$ cat config.mk
export PLATFORM = sky130hd
export DESIGN_NAME = atm_pin_ctrl
export DESIGN_NICKNAME = d
export VERILOG_FILES = /design/src/rtl/atm_pkg.sv /design/src/rtl/atm_cycle_timer.sv /design/src/rtl/atm_pin_ctrl.sv
export SDC_FILE = /design/constraint.sdc
export NUM_CORES = 1
export LEC_CHECK = 0
export CORE_MARGIN = 2
export CORE_UTILIZATION = 35
export CTS_CLUSTER_DIAMETER = 40
export DETAILED_ROUTE_END_ITERATION = 7
export PLACE_DENSITY = 0.61
export SLEW_MARGIN = 15
export SYNTH_ARGS = -nofsm -noshare
export SYNTH_HDL_FRONTEND = slang
export SYNTH_SLANG_ARGS = --single-unit
$ cat constraint.sdc
create_clock -name clk -period 1.95 [get_ports clk]
set_input_delay 0.2925 -clock clk [delete_from_list [all_inputs] [get_ports clk]]
set_output_delay 0.2925 -clock clk [all_outputs]
set_load 0.02 [all_outputs]
$ cat src/rtl/atm_pkg.sv
// Shared types and constants for the ATM PIN-verification block.
package atm_pkg;

    typedef enum logic [2:0] {
        IDLE,
        ENTRY,
        CHECK,
        DENIED,
        GRANTED,
        LOCKED
    } state_t;

    localparam logic [3:0] BCD_MAX = 4'd9;

endpackage

$ cat src/rtl/atm_cycle_timer.sv
// Loadable down-counter. load_i (re)arms it to LOAD_CYC-1. While en_i is high it
// counts down. expired_o flags the enabled cycle in which the count sits at zero,
// which is the LOAD_CYC-th enabled cycle after the last load.
module atm_cycle_timer
    import atm_pkg::*;
#(
    parameter int LOAD_CYC = 16
) (
    input  logic clk,
    input  logic rst,
    input  logic load_i,
    input  logic en_i,
    output logic expired_o
);

    localparam int W = $clog2(LOAD_CYC + 1);
    localparam logic [W-1:0] RELOAD = W'(LOAD_CYC - 1);

    logic [W-1:0] count_q;
    logic [W-1:0] count_d;

    // Reload has priority; otherwise count down while enabled and stop at zero
    always_comb begin
        count_d = count_q;
        if (load_i) begin
            count_d = RELOAD;
        end else if (en_i && (count_q != '0)) begin
            count_d = count_q - W'(1);
        end
    end

    // Count register, armed on reset
    always_ff @(posedge clk) begin
        if (!rst) begin
            count_q <= RELOAD;
        end else begin
            count_q <= count_d;
        end
    end

    assign expired_o = en_i && (count_q == '0);

endmodule

$ cat src/rtl/atm_pin_ctrl.sv
// PIN-verification sequencer: collects BCD keypad digits, compares them with the
// reference PIN, grants or denies the session and locks after MAX_TRIES failures.
// Optional macro ATM_LOCKOUT_TIMER_EN: the lock expires after LOCK_CYC cycles.
// Without the macro, the lock lasts until reset.
// Outputs lag the state register by one edge, so a verdict appears two edges after enter.
module atm_pin_ctrl
    import atm_pkg::*;
#(
    parameter int DIGITS      = 4,
    parameter int MAX_TRIES   = 3,
    parameter int TIMEOUT_CYC = 1000,
    parameter int LOCK_CYC    = 5000
) (
    input  logic                           clk,
    input  logic                           rst,
    input  logic                           card_in,
    input  logic                           key_valid,
    input  logic [3:0]                     key_digit,
    input  logic                           key_enter,
    input  logic                           key_clear,
    input  logic [4*DIGITS-1:0]            pin_ref,
    output logic                           pin_ok,
    output logic                           pin_fail,
    output logic                           timeout,
    output logic                           locked,
    output logic [$clog2(DIGITS+1)-1:0]    digit_cnt,
    output logic [$clog2(MAX_TRIES+1)-1:0] tries_left
);

    localparam int CW = $clog2(DIGITS + 1);
    localparam int TW = $clog2(MAX_TRIES + 1);
    localparam logic [CW-1:0] DIGITS_FULL = CW'(DIGITS);
    localparam logic [TW-1:0] TRIES_FULL  = TW'(MAX_TRIES);

    state_t               state_q, state_d;
    logic [4*DIGITS-1:0]  digits_q, digits_d;
    logic [CW-1:0]        digit_cnt_q, digit_cnt_d;
    logic [TW-1:0]        tries_q, tries_d;
    logic                 timeout_d;
    logic                 pin_ok_q, pin_fail_q, timeout_q, locked_q;
    logic                 strobe_acc;
    logic                 entry_expire;
    logic                 lock_expire;

    atm_cycle_timer #(.LOAD_CYC(TIMEOUT_CYC)) u_entry_timer (
        .clk       (clk),
        .rst       (rst),
        .load_i    ((state_q != ENTRY) || strobe_acc),
        .en_i      (state_q == ENTRY),
        .expired_o (entry_expire)
    );

`ifdef ATM_LOCKOUT_TIMER_EN
    atm_cycle_timer #(.LOAD_CYC(LOCK_CYC)) u_lock_timer (
        .clk       (clk),
        .rst       (rst),
        .load_i    (state_q != LOCKED),
        .en_i      (state_q == LOCKED),
        .expired_o (lock_expire)
    );
`else
    assign lock_expire = 1'b0;
`endif

    // Next state, digit buffer and attempt counter; card removal outranks every strobe
    always_comb begin
        state_d     = state_q;
        digits_d    = digits_q;
        digit_cnt_d = digit_cnt_q;
        tries_d     = tries_q;
        timeout_d   = 1'b0;
        strobe_acc  = 1'b0;
        case (state_q)
            IDLE: begin
                digits_d    = '0;
                digit_cnt_d = '0;
                if (card_in) begin
                    state_d = ENTRY;
                end
            end
            ENTRY: begin
                if (!card_in) begin
                    state_d     = IDLE;
                    digits_d    = '0;
                    digit_cnt_d = '0;
                end else if (key_clear) begin
                    digit_cnt_d = '0;
                    strobe_acc  = 1'b1;
                end else if (key_valid) begin
                    if ((key_digit <= BCD_MAX) && (digit_cnt_q < DIGITS_FULL)) begin
                        for (int i = 0; i < DIGITS; i++) begin
                            if (int'(digit_cnt_q) == i) begin
                                digits_d[i*4 +: 4] = key_digit;
                            end
                        end
                        digit_cnt_d = digit_cnt_q + CW'(1);
                        strobe_acc  = 1'b1;
                    end
                end else if (key_enter) begin
                    if (digit_cnt_q == DIGITS_FULL) begin
                        state_d    = CHECK;
                        strobe_acc = 1'b1;
                    end
                end
                if (card_in && !strobe_acc && entry_expire) begin
                    state_d     = IDLE;
                    digits_d    = '0;
                    digit_cnt_d = '0;
                    timeout_d   = 1'b1;
                end
            end
            CHECK: begin
                digits_d    = '0;
                digit_cnt_d = '0;
                if (!card_in) begin
                    state_d = IDLE;
                end else if (digits_q == pin_ref) begin
                    state_d = GRANTED;
                    tries_d = TRIES_FULL;
                end else if (tries_q <= TW'(1)) begin
                    state_d = LOCKED;
                    tries_d = '0;
                end else begin
                    state_d = DENIED;
                    tries_d = tries_q - TW'(1);
                end
            end
            DENIED: begin
                state_d = card_in ? ENTRY : IDLE;
            end
            GRANTED: begin
                if (!card_in) begin
                    state_d = IDLE;
                end
            end
            LOCKED: begin
                digits_d    = '0;
                digit_cnt_d = '0;
                if (lock_expire) begin
                    state_d = IDLE;
                    tries_d = TRIES_FULL;
                end
            end
            default: begin
                state_d = IDLE;
            end
        endcase
    end

    // State, buffer and registered status outputs
    always_ff @(posedge clk) begin
        if (!rst) begin
            state_q     <= IDLE;
            digits_q    <= '0;
            digit_cnt_q <= '0;
            tries_q     <= TRIES_FULL;
            pin_ok_q    <= 1'b0;
            pin_fail_q  <= 1'b0;
            timeout_q   <= 1'b0;
            locked_q    <= 1'b0;
        end else begin
            state_q     <= state_d;
            digits_q    <= digits_d;
            digit_cnt_q <= digit_cnt_d;
            tries_q     <= tries_d;
            pin_ok_q    <= (state_q == GRANTED) && card_in;
            pin_fail_q  <= (state_q == DENIED) && card_in;
            timeout_q   <= timeout_d;
            locked_q    <= (state_q == LOCKED) && !lock_expire;
        end
    end

    assign pin_ok     = pin_ok_q;
    assign pin_fail   = pin_fail_q;
    assign timeout    = timeout_q;
    assign locked     = locked_q;
    assign digit_cnt  = digit_cnt_q;
    assign tries_left = tries_q;

endmodule
# After elaboration in Yosys (flattened, before gate mapping)
# Index checks and enable logic that the tools add are counted.
# totals
register_bits	38
inputBits	26
out_inout_bits	9
elab_cells	109
# classes
add_sub_neg	3
n_lt_le_gt_ge	3
eq_ne	25
n_mux	40
bitwise	2
n_reduce_logical	24
# ops
op	count
two-way mux 16 bit	5
two-way mux 3 bit	16
inequality test 4 bit (second input constant)	10
one-hot mux 16 bit (2 select lines)	1
AND reduction 5 bit	4
one-hot mux 3 bit (6 select lines)	1
== test 16 bit	1
two-way mux 4 bit	4
== test 3 bit (second input constant)	5
zero test 10 bit	1
two-way mux 1 bit	10
inequality test 5 bit (second input constant)	2
nonzero test 10 bit	1
subtractor 10 x 1 -> 10 bit (second input constant)	1
== test 3 x 2 -> 1 bit (second input constant)	3
logical AND 1 bit	7
AND reduction 7 bit	1
zero test 3 bit	2
one-hot mux 3 bit (2 select lines)	1
<= comparator 4 bit (second input constant)	1
two-way mux 2 bit	2
inequality test 2 bit (second input constant)	2
AND reduction 2 bit	2
adder 3 x 1 -> 3 bit (second input constant)	1
other kinds (12)	13

# Depth between registers and ports, before layout
# depth
ltp_word	12
mapped_depth	8
mapped_depth_nobuf	7

# Cells and area by module
# From an unflattened synthesis, not the netlist that was laid out.
# hier_totals
cells_unflattened	227
hier_area_um2	2049.5
# modules_own_cells
module	instances	cells_per_inst	area_per_inst_um2	seq_area_each_um2
atm_pin_ctrl	1	151	1432.6	560.5
atm_cycle_timer	1	76	616.8	200.2

# Least setup slack after synthesis
# OpenSTA, ideal clock, no wires.
# synth_timing
path_kind	register -> register
from	reg digit_cnt_q[0], in the netlist digit_cnt[0]
to	reg digit_cnt_q[0], in the netlist digit_cnt[0]
setup_time_ns	0.121
t_arrival_ns	1.753
t_required_ns	1.829
slack_ns	0.076
stages_incl_launch_ff	8
n_path_buf	0
synth_period_minus_slack_ns	1.874
path_cell_list	dfxtp_1 > inv_1 > ha_1 > nand4b_1 > o311a_4 > a21oi_4 > a22o_1 > mux2_2
# synth_between
elab_chain_len	12
elab_cells_between_ends	23
classes_between	add/sub (1); order compare (1); eq/ne (3); mux (13); reduce/logical (5)
# synth_rtl
item	line	rtl
start, declared	atm_pin_ctrl.sv:37	logic [CW-1:0] digit_cnt_q, digit_cnt_d;
start signal, assigned	atm_pin_ctrl.sv:164	digit_cnt_q <= digit_cnt_d;
less-than comparator 3 bit or == test 3 bit (tied branches)	atm_pin_ctrl.sv:90, atm_pin_ctrl.sv:100	
logical AND 1 bit or two-way mux 1 bit (tied branches)	atm_pin_ctrl.sv:90, atm_pin_ctrl.sv:100	
two-way mux 1 bit, on equally long branches	atm_pin_ctrl.sv:90, atm_pin_ctrl.sv:99	
two-way mux 1 bit	atm_pin_ctrl.sv:89	end else if (key_valid) begin
two-way mux 1 bit	atm_pin_ctrl.sv:86	end else if (key_clear) begin
two-way mux 1 bit	atm_pin_ctrl.sv:82	if (!card_in) begin
two-way mux 1 bit	atm_pin_ctrl.sv:73	case (state_q)
zero test 1 bit	atm_pin_ctrl.sv:105	if (card_in && !strobe_acc && entry_expire) begin
logical AND 1 bit (2 in series)	atm_pin_ctrl.sv:105	
inequality test 5 bit (no line) or two-way mux 3 bit (tied branches)	-	
AND reduction 3 bit (no line) or one-hot mux 3 bit (2 select lines) (tied branches)	-	
# Several ways; a longest one is shown, not always the timed one. The select of a mux whose other input is x is not followed.
# A chain may end at the register's enable or synchronous reset.

# Worst setup path in the final report
# Ends and elaborated chain as after synthesis.

==> summary.md <==
| Metric | Value |
|---|---|
| GRT Util Overall | `14.5%` |
| Post-CTS setup buffer count | `0` |
| Setup Crit Path Kind | `reg2reg` |
| First-pass GRT wire length | `7100 um` |
| Die width | `79.2 um` |
| Crit Path Max Fanout | `4` |
| Worst skew pair latency | `0.29 ns` |
| Post-synth EDFFs | `0` |
| Post-synthesis sequential area ratio | `38.5%` |
| Die footprint | `6270 um2` |
| FP Rows | `27` |
| Ports | `35` |
| Die Y | `79.2 um` |
| Lkg Pwr | `0.961 nW` |
| Layout area overhead | `31.2%` |
| Fin. max-slew vios | `0` |
| Place WS | `-0.145 ns` |
| Max-Cap Viols | `0` |
| Placed Area | `2500 um2` |
| Startpoint types | `flop` |
| Remaining DRCs | `0` |
| Synth warn | `0` |
| Final #Nets | `287` |
| Skew final | `0.00647 ns` |
| Ys async rst share | `0%` |
| Initial core utilization | `36.1%` |
| Worst-Margin Slew | `0.348 ns` |
| Mapped Nets | `233` |
| Share of cells above drive strength 1 | `15.7%` |
| Synth top area share | `38.5%` |
| CTS tree | `built` |
| Peak VDD IR | `0.437 mV` |
| Worst Path Required | `2.13 ns` |
| Root Driver | `clkbuf_8` |
| Antenna diode count | `0` |
| Iter 0 DRT Violations | `89` |
| First-pass DRT Iterations | `4` |
| Pwr/cell area | `630 nW/um2` |
| Synth Flop Type | `dfxtp_1` |
| Final worst path period need | `1.82 ns` |
| Instance count of the mapped netlist | `200` |
| Design Area, Final | `2600 um2` |
| Period utilization | `93.1%` |
| Post-CTS sizing | `0` |
| Relative slew slack | `76.5%` |
| Final setup margin | `0.135 ns` |
| Post-synthesis average cell area | `9.89 um2` |
| Port Buffers | `34` |
| Post-synthesis cell area | `1980 um2` |
| Routability congestion estimate from global placement | `0.844` |
| Largest net degree at the start of global routing | `17` |
| Min-Delay Path Class | `reg2reg` |
| DR WL/cell | `13.7 um` |
| H-tree depth | `2` |
| Clock tree sinks | `38` |
| Total power draw | `1.63 mW` |
| Max Freq | `551 MHz` |
| Distinct cells, synth | `48` |
| Via count | `1,632` |
| Clk slew on worst S/H paths | `0.08 ns` |
| Crit end category | `flop` |
| GRT overflow | `0` |
| Commonest non-fill, non-tap cell in the layout | `dfxtp_1` |
| Commonest non-fill, non-tap cells in the layout | `dfxtp_1, clkdlybuf4s50_1, nand2_1, xnor2_1, buf_4` |
| Outcome | `finished clean` |
| Worst EP arrival | `1.99 ns` |
| Area leader, netlist | `dfxtp_1` |
| Hold Slack | `0.496 ns` |
| Initial antenna violation count | `0` |
| Hold Vio Cnt, Final | `0` |
| DRT Wirelength | `4470 um` |
| Final setup vio count | `0` |
| Post-DP HPWL | `3370 um` |
| # hold bufs at CTS | `0` |
| Largest cells by area after synthesis | `dfxtp_1, a32o_1, xnor2_1` |
| Bufs on Longest Clock Path | `2` |
| RSZ-0062 raised after global routing | `no` |
| #FFs+latches synth | `38` |
| R2R setup slack | `0.13 ns` |
| Via density | `4.99` |
| CORE AREA | `5470 um2` |
| Vias in the first global route | `1,534` |
| Num CTS Buffers | `5` |
| Routed Antenna Nets | `0` |
final timing paths:
check                 end          from  cells past startpoint
max          digit_cnt[0]  digit_cnt[0]                      7
max reg2reg  digit_cnt[0]  digit_cnt[0]                      7
min          digits_q[15]  digits_q[15]                      1
min reg2reg  digits_q[15]  digits_q[15]                      1
registers in the layout, indices dropped and copies added, names as in the netlist:
| register | cells |
|---|---|
| state_q | 3 |
| pin_fail | 1 |
| locked | 1 |
| tries_left | 2 |
| u_entry_timer.count_q | 10 |
| pin_ok | 1 |
| digit_cnt | 3 |
| digits_q | 16 |
| timeout | 1 |
through the flow:
stage               util [%]  cells  TNS [ns]
detailed placement      45.7    319     -2.25
global placement        45.7    319     -1.96
floorplan                  -    200         0
finish                  47.4    327         0
CTS                     47.4    327         0
global route            47.4    327         0
layer usage:
layer,global-route usage [%],routed length (um),vias to the layer above,part of all wire [%]
li1,-,-,844,-
met1,19.4,2130,748,48
met2,23.0,2100,36,47
met3,3.52,203,4,4.5
met4,4.66,42,0,0.94
met5,0,0,-,0
cells by family (layout without fill, tap and decap cells):
kind of cell             count (synthesis)  after routing  share of synthesized area, %
AO/OA/AOI/OAI                           45             45                          20.6
flip-flops                              38             38                          38.5
adder cells (fa/ha/maj)                  7              7                          4.43
multiplexers                             2              2                          1.14
AND/OR/NAND/NOR                         69             69                          20.4
XOR/XNOR                                25             25                          11.1
buffers and inverters                   14             69                          3.86
power breakdown:
group	leakage, nW	internal (mW)	switching (mW)
clock network	0.0472	0.284	0.280
registers	0.308	0.793	0.0164
logic	0.606	0.140	0.120
synthesized netlist by cell type (3+ instances only):
cell type / number
a32o_1: 16
nand3_1: 7
nor2_1: 9
a22o_1: 3
ha_1: 7
xnor2_1: 18
xor2_1: 7
nand2_1: 18
nand4b_1: 3
nand2b_1: 4
nand4_1: 4
dfxtp_1: 38
a31oi_1: 3
o21ai_0: 5
a21oi_1: 3
o21ai_2: 3
and2_1: 5
inv_1: 9
cell type report:
type / count / area [um2]
Inverter: 9 / 33.8
Timing Repair Buffer: 52 / 475
Clock inverter: 2 / 12.5
Tap cell: 72 / 90.1
Multi-Input combinational cell: 148 / 1140
Sequential cell: 38 / 761
Clock buffer: 6 / 82.6
Fill cell: 541 / 2880
critical path, cell delays in order, from the launching register on:
cell      delay (ns)
dfxtp_1         0.38
inv_1           0.09
ha_1            0.24
nand4b_1        0.14
o311a_4         0.26
a21oi_4         0.08
a22o_1          0.27
mux2_2          0.26
(Power assumes the default switching activity.)
==> edit: new RTL, same settings <==
Reset style: asynchronous (`rst`), changed in 2 clocked blocks.
--- a/src/rtl/atm_cycle_timer.sv
+++ b/src/rtl/atm_cycle_timer.sv
@@ -30,7 +30,7 @@
     end
 
     // Count register, armed on reset
-    always_ff @(posedge clk) begin
+    always_ff @(posedge clk or negedge rst) begin
         if (!rst) begin
             count_q <= RELOAD;
         end else begin
--- a/src/rtl/atm_pin_ctrl.sv
+++ b/src/rtl/atm_pin_ctrl.sv
@@ -148,7 +148,7 @@
     end
 
     // State, buffer and registered status outputs
-    always_ff @(posedge clk) begin
+    always_ff @(posedge clk or negedge rst) begin
         if (!rst) begin
             state_q     <= IDLE;
             digits_q    <= '0;
Behaviour: differs if rst is asserted again (counterexample within 4 cycles, from zero or initial values and one cycle with rst low); with rst held inactive, the same outputs for 10 cycles.
==> edit against the original RTL <==
Routed wire length up 18%; sequential cell count stayed put; cell area rose by 14%; first-iteration DRC count is 19% lower; total power is 14% higher; worst setup slack got worse by 41 ps; area after synthesis up 7.6%; critical endpoint is now digits_q[2]; largest cell class unchanged.
==> edit: results (changes against the original RTL) <==
status=complete, no violations; largest net degree at the start of global routing=39 (+22); post-synthesis sequential area ratio=0.4527 (+0.06811); layout cells sized above 1=0.2448 (+0.08789); detailed router's first-iteration violation count=72 (-19%); CP Launch Point=digit_cnt[0]; Hold Crit Class=input pin to async pin; M1 WL=2647 um (+25%); Max IR drop VDD=0.3759 mV (-14%); number of global-route vias before repair=1,742 (+14%); routed vias/inst=5.172 (+3.6%); Crit path arrival time=2040 ps (+50 ps); commonest cells in the netlist=dfrtp_1 (28), xnor2_1 (18), nand2_1 (15); syn_nets=241 (+3.4%); worst-margin pin slew=482.7 ps (+134.6 ps); global placer's final weighted congestion=0.7540 (-11%); post-DP HPWL=4053 um (+20%); top area cells in the synthesized netlist=dfrtp_1 (33%), dfstp_2 (12%), xnor2_1 (7.4%); R2R depth=7 (unchanged); clock skew=5.765 ps (-0.7005 ps); GRT Overall Usage=0.1713 (+0.02635); # fillers=571 (+5.5%); final WL=5272 um (+18%); Yosys cell types=45 (-6.3%); first-pass GRT wire length=8645 um (+22%)
[edit: cell types whose count changed after synthesis, sizes merged, moves of 4 or more]
cell / change
dfstp: +10
xor2: -6
dfrtp: +28
a22o: -4
dfxtp: -38
o21ai: +10
a32o: -12
buf: -4
and3: +7
o2bb2ai: +14
[edit: final cells by class]
class	count	share of cell area
tap	75	0.03166
inverter	10	0.01266
timing repair buffer	73	0.2119
clock buffer	5	0.02322
clock inverter	3	0.01351
sequential	38	0.3259
multi-input combinational	157	0.3812
[edit: repair_timing]
| item | 4_1_cts | 5_1_grt |
|---|---|---|
| setup endpoints to repair | 0 | 22 |
| setup buffers | 0 | 0 |
| hold buffers | 0 | 0 |
| gates resized for setup | 0 | 5 |
[edit: routing by layer]
layer  up-vias  GRT usage
met1       908     0.2557
met2        29     0.2537
met3         4    0.03407
met5         -          0
met4         0    0.04000
li1        926          -
[edit: power by group]
group	internal, mW	switching (mW)
Clock	0.377	0.293
Sequential	0.811	0.0113
Combinational	0.189	0.180
Total	1.38	0.484
[edit: metrics by stage]
step	area, um2	power (mW)	setup WS [ps]	instances	setup TNS, ps
floorplan	2136	0.9885	4.190	208	0
global route	2964	1.958	-27.82	361	-199.4
global placement	2845	1.196	-72.84	353	-766.3
CTS	2954	1.864	40.70	361	0
detailed placement	2845	1.199	-103.6	353	-1638
finish	2964	1.861	93.66	361	0
[edit: final timing paths]
| kind | end | slack [ps] |
|---|---|---|
| worst max-delay path | digits_q[2] | 90 |
| worst min-delay path | state_q[1] | 40 |
| worst max register to register | digits_q[2] | 90 |
| worst min register to register | tries_left[0] | 500 |
| max in group asynchronous | tries_left[1] | 1550 |
| min in group clk | tries_left[0] | 500 |
[edit: kinds of logic (layout without fill, tap and decap cells)]
logic type / Yosys count / count (layout) / share of synthesized area
mux: 2 / 2 / 0.009407
flops: 38 / 38 / 0.4527
xor+xnor: 19 / 19 / 0.07819
buf+inv: 13 / 91 / 0.02352
fa+ha+maj: 7 / 7 / 0.04115
compound gates: 56 / 56 / 0.1911
simple gates: 73 / 73 / 0.2040
[edit: critical path: stages, from the launching register on]
cell and delay [ps]:
dfrtp_2 360, inv_1 60, ha_1 200, and4b_2 250, o41ai_2 330, buf_4 180, o21ai_1 120, a32o_1 240
